**config.mk**
```make
export PLATFORM = sky130hd
export DESIGN_NAME = ctrl_pipe_flat
export DESIGN_NICKNAME = d
export VERILOG_FILES = /design/src/rtl/ctrl_pkg.sv /design/src/rtl/ctrl_pipe_if.sv /design/src/rtl/ctrl_stage_reg.sv /design/src/rtl/ctrl_pipe.sv /design/src/flat_wrapper.sv
export SDC_FILE = /design/constraint.sdc
export NUM_CORES = 1
export LEC_CHECK = 0
export ABC_AREA = 1
export CAP_MARGIN = 25
export CORE_ASPECT_RATIO = 2
export CORE_MARGIN = 2
export CORE_UTILIZATION = 55
export DETAILED_ROUTE_END_ITERATION = 12
export DONT_BUFFER_PORTS = 1
export PLACE_DENSITY = 0.81
export SLEW_MARGIN = 20
export SYNTH_ARGS = -nofsm -noshare
export SYNTH_HDL_FRONTEND = slang
export SYNTH_SLANG_ARGS = --single-unit
export TNS_END_PERCENT = 50
```
**constraint.sdc**
```tcl
create_clock -name clk -period 4.8 [get_ports clk]
set_input_delay 0.96 -clock clk [delete_from_list [all_inputs] [get_ports clk]]
set_output_delay 0.96 -clock clk [all_outputs]
set_load 0.01 [all_outputs]
```
**src/rtl/ctrl_pkg.sv**
```systemverilog
// Shared widths and bit positions of the EX/M/WB control groups produced by the ID-stage decoder.
package ctrl_pkg;

    localparam int EX_W = 3;
    localparam int M_W  = 3;
    localparam int WB_W = 2;

    localparam int EX_REGDST   = 2;
    localparam int EX_ALUOP    = 1;
    localparam int EX_ALUSRC   = 0;
    localparam int M_BRANCH    = 2;
    localparam int M_MEMREAD   = 1;
    localparam int M_MEMWRITE  = 0;
    localparam int WB_REGWRITE = 1;
    localparam int WB_MEMTOREG = 0;

endpackage

```
**src/rtl/ctrl_pipe_if.sv**
```systemverilog
// Control-pipe bus: decoder bundles and ALU flag in, staged controls, hazard flags and counters out.
// The master side drives the decoder inputs and observes everything else; values are level signals sampled each clock.
interface ctrl_pipe_if
    import ctrl_pkg::*;
#(
    parameter int REG_AW = 5,
    parameter int CNT_W  = 16
);

    logic [EX_W-1:0]   ex_in;
    logic [M_W-1:0]    m_in;
    logic [WB_W-1:0]   wb_in;
    logic [REG_AW-1:0] id_rs;
    logic [REG_AW-1:0] id_rt;
    logic [REG_AW-1:0] id_rd;
    logic              alu_zero;

    logic              ex_reg_dst;
    logic              ex_alu_op;
    logic              ex_alu_src;
    logic [REG_AW-1:0] ex_dst;
    logic              mem_branch;
    logic              mem_read;
    logic              mem_write;
    logic [REG_AW-1:0] mem_dst;
    logic              branch_taken;
    logic              wb_reg_write;
    logic              wb_mem_to_reg;
    logic [REG_AW-1:0] wb_dst;
    logic              stall;
    logic              flush_ifid;
    logic [CNT_W-1:0]  stall_cnt;
    logic [CNT_W-1:0]  flush_cnt;

    modport master (
        output ex_in, m_in, wb_in, id_rs, id_rt, id_rd, alu_zero,
        input  ex_reg_dst, ex_alu_op, ex_alu_src, ex_dst,
        input  mem_branch, mem_read, mem_write, mem_dst, branch_taken,
        input  wb_reg_write, wb_mem_to_reg, wb_dst,
        input  stall, flush_ifid, stall_cnt, flush_cnt
    );

    modport slave (
        input  ex_in, m_in, wb_in, id_rs, id_rt, id_rd, alu_zero,
        output ex_reg_dst, ex_alu_op, ex_alu_src, ex_dst,
        output mem_branch, mem_read, mem_write, mem_dst, branch_taken,
        output wb_reg_write, wb_mem_to_reg, wb_dst,
        output stall, flush_ifid, stall_cnt, flush_cnt
    );

endinterface

```
**src/rtl/ctrl_stage_reg.sv**
```systemverilog
// One pipeline-register slot: loads d_i each cycle, or zeros (a bubble) on rst or clr_i.
module ctrl_stage_reg #(
    parameter int W = 8
) (
    input  logic         clk,
    input  logic         rst,
    input  logic         clr_i,
    input  logic [W-1:0] d_i,
    output logic [W-1:0] q_o
);

    logic [W-1:0] data_q;

    always_ff @(posedge clk) begin
        if (rst || clr_i) begin
            data_q <= '0;
        end else begin
            data_q <= d_i;
        end
    end

    assign q_o = data_q;

endmodule

```
**src/rtl/ctrl_pipe.sv**
```systemverilog
// Carries decoder control bundles through ID/EX, EX/MEM and MEM/WB, inserting bubbles for
// load-use hazards and taken branches, and counts stall and flush cycles with saturation.
module ctrl_pipe
    import ctrl_pkg::*;
#(
    parameter int REG_AW    = 5,
    parameter int CNT_W     = 16,
    parameter bit HAZARD_EN = 1'b1
) (
    input  logic        clk,
    input  logic        rst,
    ctrl_pipe_if.slave  bus
);

    localparam int IDEX_W  = EX_W + M_W + WB_W + 2 * REG_AW;
    localparam int EXMEM_W = M_W + WB_W + REG_AW + 1;
    localparam int MEMWB_W = WB_W + REG_AW;

    logic [IDEX_W-1:0]  idex_d, idex_q;
    logic [EXMEM_W-1:0] exmem_d, exmem_q;
    logic [MEMWB_W-1:0] memwb_d, memwb_q;

    logic [EX_W-1:0]   idex_ex;
    logic [M_W-1:0]    idex_m;
    logic [WB_W-1:0]   idex_wb;
    logic [REG_AW-1:0] idex_rt, idex_rd, ex_dst_w;

    logic [M_W-1:0]    exmem_m;
    logic [WB_W-1:0]   exmem_wb;
    logic [REG_AW-1:0] exmem_dst;
    logic              exmem_zero;

    logic [WB_W-1:0]   memwb_wb;
    logic [REG_AW-1:0] memwb_dst;

    logic hazard, branch_taken, stall;
    logic [CNT_W-1:0] stall_cnt_d, stall_cnt_q;
    logic [CNT_W-1:0] flush_cnt_d, flush_cnt_q;

    assign {idex_ex, idex_m, idex_wb, idex_rt, idex_rd} = idex_q;
    assign {exmem_m, exmem_wb, exmem_dst, exmem_zero}   = exmem_q;
    assign {memwb_wb, memwb_dst}                        = memwb_q;

    assign ex_dst_w = idex_ex[EX_REGDST] ? idex_rd : idex_rt;

    // A load in EX whose target is read by the instruction in ID; $zero never creates a dependency.
    assign hazard = HAZARD_EN && idex_m[M_MEMREAD] && (idex_rt != '0) &&
                    ((idex_rt == bus.id_rs) || (idex_rt == bus.id_rt));
    assign branch_taken = exmem_m[M_BRANCH] & exmem_zero;
    assign stall        = hazard & ~branch_taken;

    assign idex_d  = {bus.ex_in, bus.m_in, bus.wb_in, bus.id_rt, bus.id_rd};
    assign exmem_d = {idex_m, idex_wb, ex_dst_w, bus.alu_zero};
    assign memwb_d = {exmem_wb, exmem_dst};

    ctrl_stage_reg #(.W(IDEX_W)) u_idex (
        .clk   (clk),
        .rst   (rst),
        .clr_i (hazard | branch_taken),
        .d_i   (idex_d),
        .q_o   (idex_q)
    );

    ctrl_stage_reg #(.W(EXMEM_W)) u_exmem (
        .clk   (clk),
        .rst   (rst),
        .clr_i (branch_taken),
        .d_i   (exmem_d),
        .q_o   (exmem_q)
    );

    ctrl_stage_reg #(.W(MEMWB_W)) u_memwb (
        .clk   (clk),
        .rst   (rst),
        .clr_i (1'b0),
        .d_i   (memwb_d),
        .q_o   (memwb_q)
    );

    always_comb begin
        stall_cnt_d = stall_cnt_q;
        flush_cnt_d = flush_cnt_q;
        if (stall && (stall_cnt_q != {CNT_W{1'b1}})) begin
            stall_cnt_d = stall_cnt_q + CNT_W'(1);
        end
        if (branch_taken && (flush_cnt_q != {CNT_W{1'b1}})) begin
            flush_cnt_d = flush_cnt_q + CNT_W'(1);
        end
    end

    always_ff @(posedge clk) begin
        if (rst) begin
            stall_cnt_q <= '0;
            flush_cnt_q <= '0;
        end else begin
            stall_cnt_q <= stall_cnt_d;
            flush_cnt_q <= flush_cnt_d;
        end
    end

    assign bus.ex_reg_dst    = idex_ex[EX_REGDST];
    assign bus.ex_alu_op     = idex_ex[EX_ALUOP];
    assign bus.ex_alu_src    = idex_ex[EX_ALUSRC];
    assign bus.ex_dst        = ex_dst_w;
    assign bus.mem_branch    = exmem_m[M_BRANCH];
    assign bus.mem_read      = exmem_m[M_MEMREAD];
    assign bus.mem_write     = exmem_m[M_MEMWRITE];
    assign bus.mem_dst       = exmem_dst;
    assign bus.branch_taken  = branch_taken;
    assign bus.wb_reg_write  = memwb_wb[WB_REGWRITE];
    assign bus.wb_mem_to_reg = memwb_wb[WB_MEMTOREG];
    assign bus.wb_dst        = memwb_dst;
    assign bus.stall         = stall;
    assign bus.flush_ifid    = branch_taken;
    assign bus.stall_cnt     = stall_cnt_q;
    assign bus.flush_cnt     = flush_cnt_q;

endmodule

```
**src/flat_wrapper.sv**
```systemverilog
// flat-port wrapper written by rule: the top's interface ports become plain ports
module ctrl_pipe_flat import ctrl_pkg::*;
#(
    parameter int REG_AW    = 5,
    parameter int CNT_W     = 16,
    parameter bit HAZARD_EN = 1'b1
)
  (clk, rst, bus_ex_in, bus_m_in, bus_wb_in, bus_id_rs, bus_id_rt, bus_id_rd, bus_alu_zero, bus_ex_reg_dst, bus_ex_alu_op, bus_ex_alu_src, bus_ex_dst, bus_mem_branch, bus_mem_read, bus_mem_write, bus_mem_dst, bus_branch_taken, bus_wb_reg_write, bus_wb_mem_to_reg, bus_wb_dst, bus_stall, bus_flush_ifid, bus_stall_cnt, bus_flush_cnt);
  ctrl_pipe_if #(.REG_AW(REG_AW), .CNT_W(CNT_W)) bus_i ();
  input  logic clk;
  input  logic rst;
  input wire logic [$bits(bus_i.ex_in)-1:0] bus_ex_in;
  input wire logic [$bits(bus_i.m_in)-1:0] bus_m_in;
  input wire logic [$bits(bus_i.wb_in)-1:0] bus_wb_in;
  input wire logic [$bits(bus_i.id_rs)-1:0] bus_id_rs;
  input wire logic [$bits(bus_i.id_rt)-1:0] bus_id_rt;
  input wire logic [$bits(bus_i.id_rd)-1:0] bus_id_rd;
  input wire logic [$bits(bus_i.alu_zero)-1:0] bus_alu_zero;
  output wire logic [$bits(bus_i.ex_reg_dst)-1:0] bus_ex_reg_dst;
  output wire logic [$bits(bus_i.ex_alu_op)-1:0] bus_ex_alu_op;
  output wire logic [$bits(bus_i.ex_alu_src)-1:0] bus_ex_alu_src;
  output wire logic [$bits(bus_i.ex_dst)-1:0] bus_ex_dst;
  output wire logic [$bits(bus_i.mem_branch)-1:0] bus_mem_branch;
  output wire logic [$bits(bus_i.mem_read)-1:0] bus_mem_read;
  output wire logic [$bits(bus_i.mem_write)-1:0] bus_mem_write;
  output wire logic [$bits(bus_i.mem_dst)-1:0] bus_mem_dst;
  output wire logic [$bits(bus_i.branch_taken)-1:0] bus_branch_taken;
  output wire logic [$bits(bus_i.wb_reg_write)-1:0] bus_wb_reg_write;
  output wire logic [$bits(bus_i.wb_mem_to_reg)-1:0] bus_wb_mem_to_reg;
  output wire logic [$bits(bus_i.wb_dst)-1:0] bus_wb_dst;
  output wire logic [$bits(bus_i.stall)-1:0] bus_stall;
  output wire logic [$bits(bus_i.flush_ifid)-1:0] bus_flush_ifid;
  output wire logic [$bits(bus_i.stall_cnt)-1:0] bus_stall_cnt;
  output wire logic [$bits(bus_i.flush_cnt)-1:0] bus_flush_cnt;
  assign bus_i.ex_in = bus_ex_in;
  assign bus_i.m_in = bus_m_in;
  assign bus_i.wb_in = bus_wb_in;
  assign bus_i.id_rs = bus_id_rs;
  assign bus_i.id_rt = bus_id_rt;
  assign bus_i.id_rd = bus_id_rd;
  assign bus_i.alu_zero = bus_alu_zero;
  assign bus_ex_reg_dst = bus_i.ex_reg_dst;
  assign bus_ex_alu_op = bus_i.ex_alu_op;
  assign bus_ex_alu_src = bus_i.ex_alu_src;
  assign bus_ex_dst = bus_i.ex_dst;
  assign bus_mem_branch = bus_i.mem_branch;
  assign bus_mem_read = bus_i.mem_read;
  assign bus_mem_write = bus_i.mem_write;
  assign bus_mem_dst = bus_i.mem_dst;
  assign bus_branch_taken = bus_i.branch_taken;
  assign bus_wb_reg_write = bus_i.wb_reg_write;
  assign bus_wb_mem_to_reg = bus_i.wb_mem_to_reg;
  assign bus_wb_dst = bus_i.wb_dst;
  assign bus_stall = bus_i.stall;
  assign bus_flush_ifid = bus_i.flush_ifid;
  assign bus_stall_cnt = bus_i.stall_cnt;
  assign bus_flush_cnt = bus_i.flush_cnt;
  ctrl_pipe #(.REG_AW(REG_AW), .CNT_W(CNT_W), .HAZARD_EN(HAZARD_EN)) u_core (.clk(clk), .rst(rst), .bus(bus_i));
endmodule
```
# Yosys cells after proc, flatten, opt, wreduce, memory -nomap -nowiden
# Index checks and enable logic that the tools add are counted.
dict set report classes {
  n_bitwise 4
  n_eq_ne 4
  n_mul 0
  div 0
  order_cmp 0
  reduce_logical 8
  shifts 0
  addsub 2
  muxes 1
}
# cell count
set op_table {}
lappend op_table {{$add 16x1->16 const B} 2}
lappend op_table {{$ne 16x16->1 const B} 2}
lappend op_table {{$eq 5x5->1} 2}
lappend op_table {{$mux 5} 1}
lappend op_table {{$reduce_bool 5->1} 1}
lappend op_table {{$logic_and 1x1->1} 4}
lappend op_table {{$logic_or 1x1->1} 3}
lappend op_table {{$and 1x1->1} 2}
lappend op_table {{$not 1->1} 1}
lappend op_table {{$or 1x1->1} 1}
dict set report totals {
  ramBits 0
  ff_bits 68
  mem_bits_ro 0
  output_inout_bits 58
  word_cells 24
  n_memories 0
  latch_bits 0
}

# Logic depth before layout (Yosys ltp)
dict set report logic_depth {
  ltp_word 5
  ltp_mapped 13
  depth_no_buf 12
}

# Cells and area by module
# From an unflattened synthesis, not the netlist that was laid out.
dict set report unflattened {
  hier_cells 455
  hier_area_um2 3208.1
}
# module n_inst seq_area_each_um2 area_each_um2 cells_per_inst
set by_module_without_submodules {}
lappend by_module_without_submodules {ctrl_pipe 1 640.6 2047.0 336}
lappend by_module_without_submodules {{ctrl_stage_reg at u_core.u_idex} 1 360.3 574.3 58}
lappend by_module_without_submodules {{ctrl_stage_reg at u_core.u_exmem} 1 220.2 357.8 37}
lappend by_module_without_submodules {{ctrl_stage_reg at u_core.u_memwb} 1 140.1 229.0 24}

# Worst setup path after synthesis
# Ideal clock, no wire load.
dict set report synth_timing {
  path_type {input-to-output}
  from {input bus_id_rt[4]}
  to {output bus_stall}
  required_time_ps 3840
  cell_stages 9
  path_buffers 1
  t_arrival_ps 1674
  slack_ps 2166
  path_cell_list {inv_1 -> nand2_1 -> nand2_1 -> nor2_1 -> nand3_1 -> nand2_2 -> nand3_4 -> buf_6 -> inv_2}
}
dict set report synth_between {
  elab_chain_cells 4
}
# element line
set synth_rtl {}
lappend synth_rtl {{start, declared} flat_wrapper.sv:16} ;# input wire logic [$bits(bus_i.id_rt)-1:0] bus_id_rt;
lappend synth_rtl {{$eq 5x5->1} ctrl_pipe.sv:48} ;# ((idex_rt == bus.id_rs) || (idex_rt == bus.id_rt));
lappend synth_rtl {{$logic_or 1x1->1} ctrl_pipe.sv:48}
lappend synth_rtl {{$logic_and 1x1->1} ctrl_pipe.sv:47} ;# assign hazard = HAZARD_EN && idex_m[M_MEMREAD] && (idex_rt != '0) &&
lappend synth_rtl {{$and 1x1->1} ctrl_pipe.sv:50} ;# assign stall = hazard & ~branch_taken;
lappend synth_rtl {{end, declared} flat_wrapper.sv:31} ;# output wire logic [$bits(bus_i.stall)-1:0] bus_stall;
# Every way passes these cells.

# Worst setup path after layout
dict set report layout_timing {
  from {input bus_id_rs[0]}
  to {output bus_stall}
}
dict set report layout_between {
  elab_chain_cells 4
}
# element line
set layout_rtl {}
lappend layout_rtl {{start, declared} flat_wrapper.sv:15} ;# input wire logic [$bits(bus_i.id_rs)-1:0] bus_id_rs;
lappend layout_rtl {{$eq 5x5->1} ctrl_pipe.sv:48}
lappend layout_rtl {{$logic_or 1x1->1} ctrl_pipe.sv:48}
lappend layout_rtl {{$logic_and 1x1->1} ctrl_pipe.sv:47}
lappend layout_rtl {{$and 1x1->1} ctrl_pipe.sv:50}
# Every way passes these cells.

==> impl_metrics.env <==
export IMPL_peakVddDrop_uv=281
export IMPL_synth_seq_cells=68
export IMPL_final_common_cell="nand2_1"
export IMPL_max_freq_ghz=0.357
export IMPL_drc=0
export IMPL_synth_compound_area_share_pct=4.66
export IMPL_cp_arrival_ns=1.84
export IMPL_crit_slowest_cell="nand3_4"
export IMPL_vias=2595
export IMPL_power_frac_comb_pct=4.9
export IMPL_start_util_pct=56.4
export IMPL_path_buf_inv=2
export IMPL_synth_fp_nets=477
export IMPL_viasPerCell=5.08
export IMPL_cp_max_fo=13
export IMPL_final_layout_size_suffix_gt1_share_pct=7.76
export IMPL_ant_nets=0
export IMPL_postRouteWirelength_um=6200
export IMPL_clockBufferDepth=2
export IMPL_cts_htree_levels=3
export IMPL_ys_warn_count=0
export IMPL_hpwlAfterDp_um=4710
export IMPL_clkTransAtPathRegs_ns=0.07
export IMPL_post_cts_setup_buffer_count=0
export IMPL_syn_area_mm2=0.00303
export IMPL_synth_fa_ha_area_share_pct=0.825
export IMPL_nNetsFinal=474
export IMPL_fin_skew_ns=0.00598
export IMPL_maxCapViolCount=0
export IMPL_clockPowerShare_pct=39.3
export IMPL_diodes=0
export IMPL_cts_tree="done"
export IMPL_syn_avg_cell_area_um2=6.75
export IMPL_grt_max_degree=27
export IMPL_cpLargestDelayFamily="simple AND/OR/NAND/NOR gates"
export IMPL_pwr_share_seq_pct=55.9
export IMPL_critPathMostFrequentCell="nand2_1"
export IMPL_leakage_uw=0.00144
export IMPL_final_cell_mix="110 x nand2_1, 95 x nor2_1, 71 x inv_1"
export IMPL_p_sw_uw=268
export IMPL_path_cells="inv_1 > nand2_1 > nand2_1 > nor2_1 > nand3_1 > nand2_2 > nand3_4 > inv_2"
export IMPL_endpoint_kind="output port"
export IMPL_dp_cells=495
export IMPL_worst_slew_pin_slew_ns=0.718
export IMPL_whs_ns=0.406
export IMPL_syn_to_final_growth_pct=5.41
export IMPL_seq_area_frac_synth_pct=44.9
export IMPL_powerDensity_mw_per_mm2=333
export IMPL_cts_buffers=9
export IMPL_die_h_um=109
export IMPL_dieArea_mm2=0.00616
export IMPL_setup_violations=0
export IMPL_slew_headroom_pct=51.9
export IMPL_rsz0062_at_grt="false"
export IMPL_max_stage_delay_ns=0.23
export IMPL_grt_pass1_vias=2493
export IMPL_stdcell_count=511
export IMPL_coreArea_mm2=0.00537
export IMPL_drv_slew=0
export IMPL_period_needed_ns=2.80
export IMPL_status="completed"
export IMPL_swShare_pct=25.2
export IMPL_insertion_delay_ns=0.35
export IMPL_grt_pass1_wl_um=10400
export IMPL_muxShareOfSynthArea_pct=0
export IMPL_ctsRootBufferMaster="clkbuf_8"
export IMPL_drt_first_pass_iters=4
export IMPL_gp_congestion=0.838
export IMPL_ys_types=28
export IMPL_antenna_found_initial=0
export IMPL_gr_total_overflow=0
export IMPL_cts_resized=0
export IMPL_final_hold_viol_count=0
export IMPL_syn_inst=449
export IMPL_nFillCells=507
export IMPL_yosys_area_share_simple_pct=35.6
export IMPL_io_buffers=0
export IMPL_min_period_over_period_pct=58.3
export IMPL_hp_class="flip-flop to flip-flop"
export IMPL_p_int_uw=796
export IMPL_synthXorXnorAreaFrac_pct=1.44
export IMPL_grtUsageTotal_pct=21.6
export IMPL_critPathKind="input port to output port"
export IMPL_setup_tns_ns=0
export IMPL_top_level_ports=84
export IMPL_startpoint_type="input port"
export IMPL_hold_buffers=0
export IMPL_post_drt_wl_per_cell_um=12.1
export IMPL_rows=38
export IMPL_clock_sinks=68
export IMPL_synth_top_family_by_area="simple AND/OR/NAND/NOR gates"
export IMPL_worst_ep_required_time_ns=3.84
export IMPL_die_x_um=56.5
export IMPL_drt_iter0_drc=122
cell type report:
type                            instances  area (um2)  area share [%]
Inverter                               78         293            9.16
Multi-Input combinational cell        289        1290            40.3
Sequential cell                        68        1360            42.6
Tap cell                               60        75.1            2.35
Clock inverter                          6        40.0            1.25
Clock buffer                           10         138            4.31
routing by layer:
metal / track usage (%) / wire length, um / vias up
met2: 40.4 / 3380 / 83
li1: - / - / 1336
met4: 11.7 / 147 / 0
met1: 19.1 / 2260 / 1164
met3: 8.54 / 412 / 12
met5: 0 / 0 / -
power groups by stage:
stage	Clock, uW	Sequential, uW	Combinational (uW)
after floorplan	0	603	49.4
after global placement	0	607	50.2
after detailed placement	0	607	52.5
after CTS	431	594	52.7
after global routing	454	596	60.3
final	418	594	51.9
sequential cells by signal, indices dropped and copies added (netlist names):
name	cells
u_core.bus.flush_cnt	16
u_core.bus.stall_cnt	16
u_core.u_exmem.q_o	11
u_core.u_idex.q_o	18
u_core.u_memwb.q_o	7
synthesized netlist by cell type, drive strengths merged:
cell | number | area [um2]
xnor2 | 3 | 26.3
dfxtp | 68 | 1360
xor2 | 2 | 17.5
nand2 | 113 | 432
inv | 77 | 289
ha | 2 | 25.0
nand3 | 20 | 113
or2 | 1 | 6.26
clkbuf | 4 | 15.0
nor2 | 101 | 409
clkinv | 1 | 3.75
nand4 | 9 | 56.3
nor3b | 1 | 7.51
o21a | 1 | 7.51
o21ai | 9 | 48.8
a21oi | 17 | 85.1
nor3 | 10 | 55.1
buf | 10 | 73.8
path summary, 6_finish.rpt:
check | startpoint | endpoint | cells after the start | slack, ns
worst max-delay path | bus_id_rs[0] | bus_stall | 8 | 2.00
worst min-delay path | u_core.u_exmem.q_o[7] | u_core.u_memwb.q_o[6] | 2 | 0.41
worst max register to register | u_core.bus.flush_cnt[0] | u_core.bus.flush_cnt[15] | 12 | 2.55
worst min register to register | u_core.u_exmem.q_o[7] | u_core.u_memwb.q_o[6] | 2 | 0.41
cell families (layout without fill, tap and decap cells):
logic type      count (synthesis)  in the layout
fa+ha+maj                       2              2
compound gates                 27             27
xor+xnor                        5              5
flops                          68             68
buf+inv                        92             94
simple gates                  255            255
stage by stage:
| stage | area (um2) | utilization [%] | power (uW) | setup WS, ns |
|---|---|---|---|---|
| after floorplan | 3030 | - | 652 | 2.17 |
| after global placement | 3020 | 56.2 | 657 | 2.05 |
| after detailed placement | 3020 | 56.2 | 660 | 2.00 |
| after CTS | 3200 | 59.5 | 1080 | 2.00 |
| after global routing | 3200 | 59.5 | 1110 | 1.89 |
| final | 3200 | 59.5 | 1060 | 2.00 |
worst min-delay path, stage by stage, from the launching register on:
cell     delay (ns)
dfxtp_1        0.30
inv_1          0.04
nor2_1         0.03
Power figures use the tool's default switching activity.
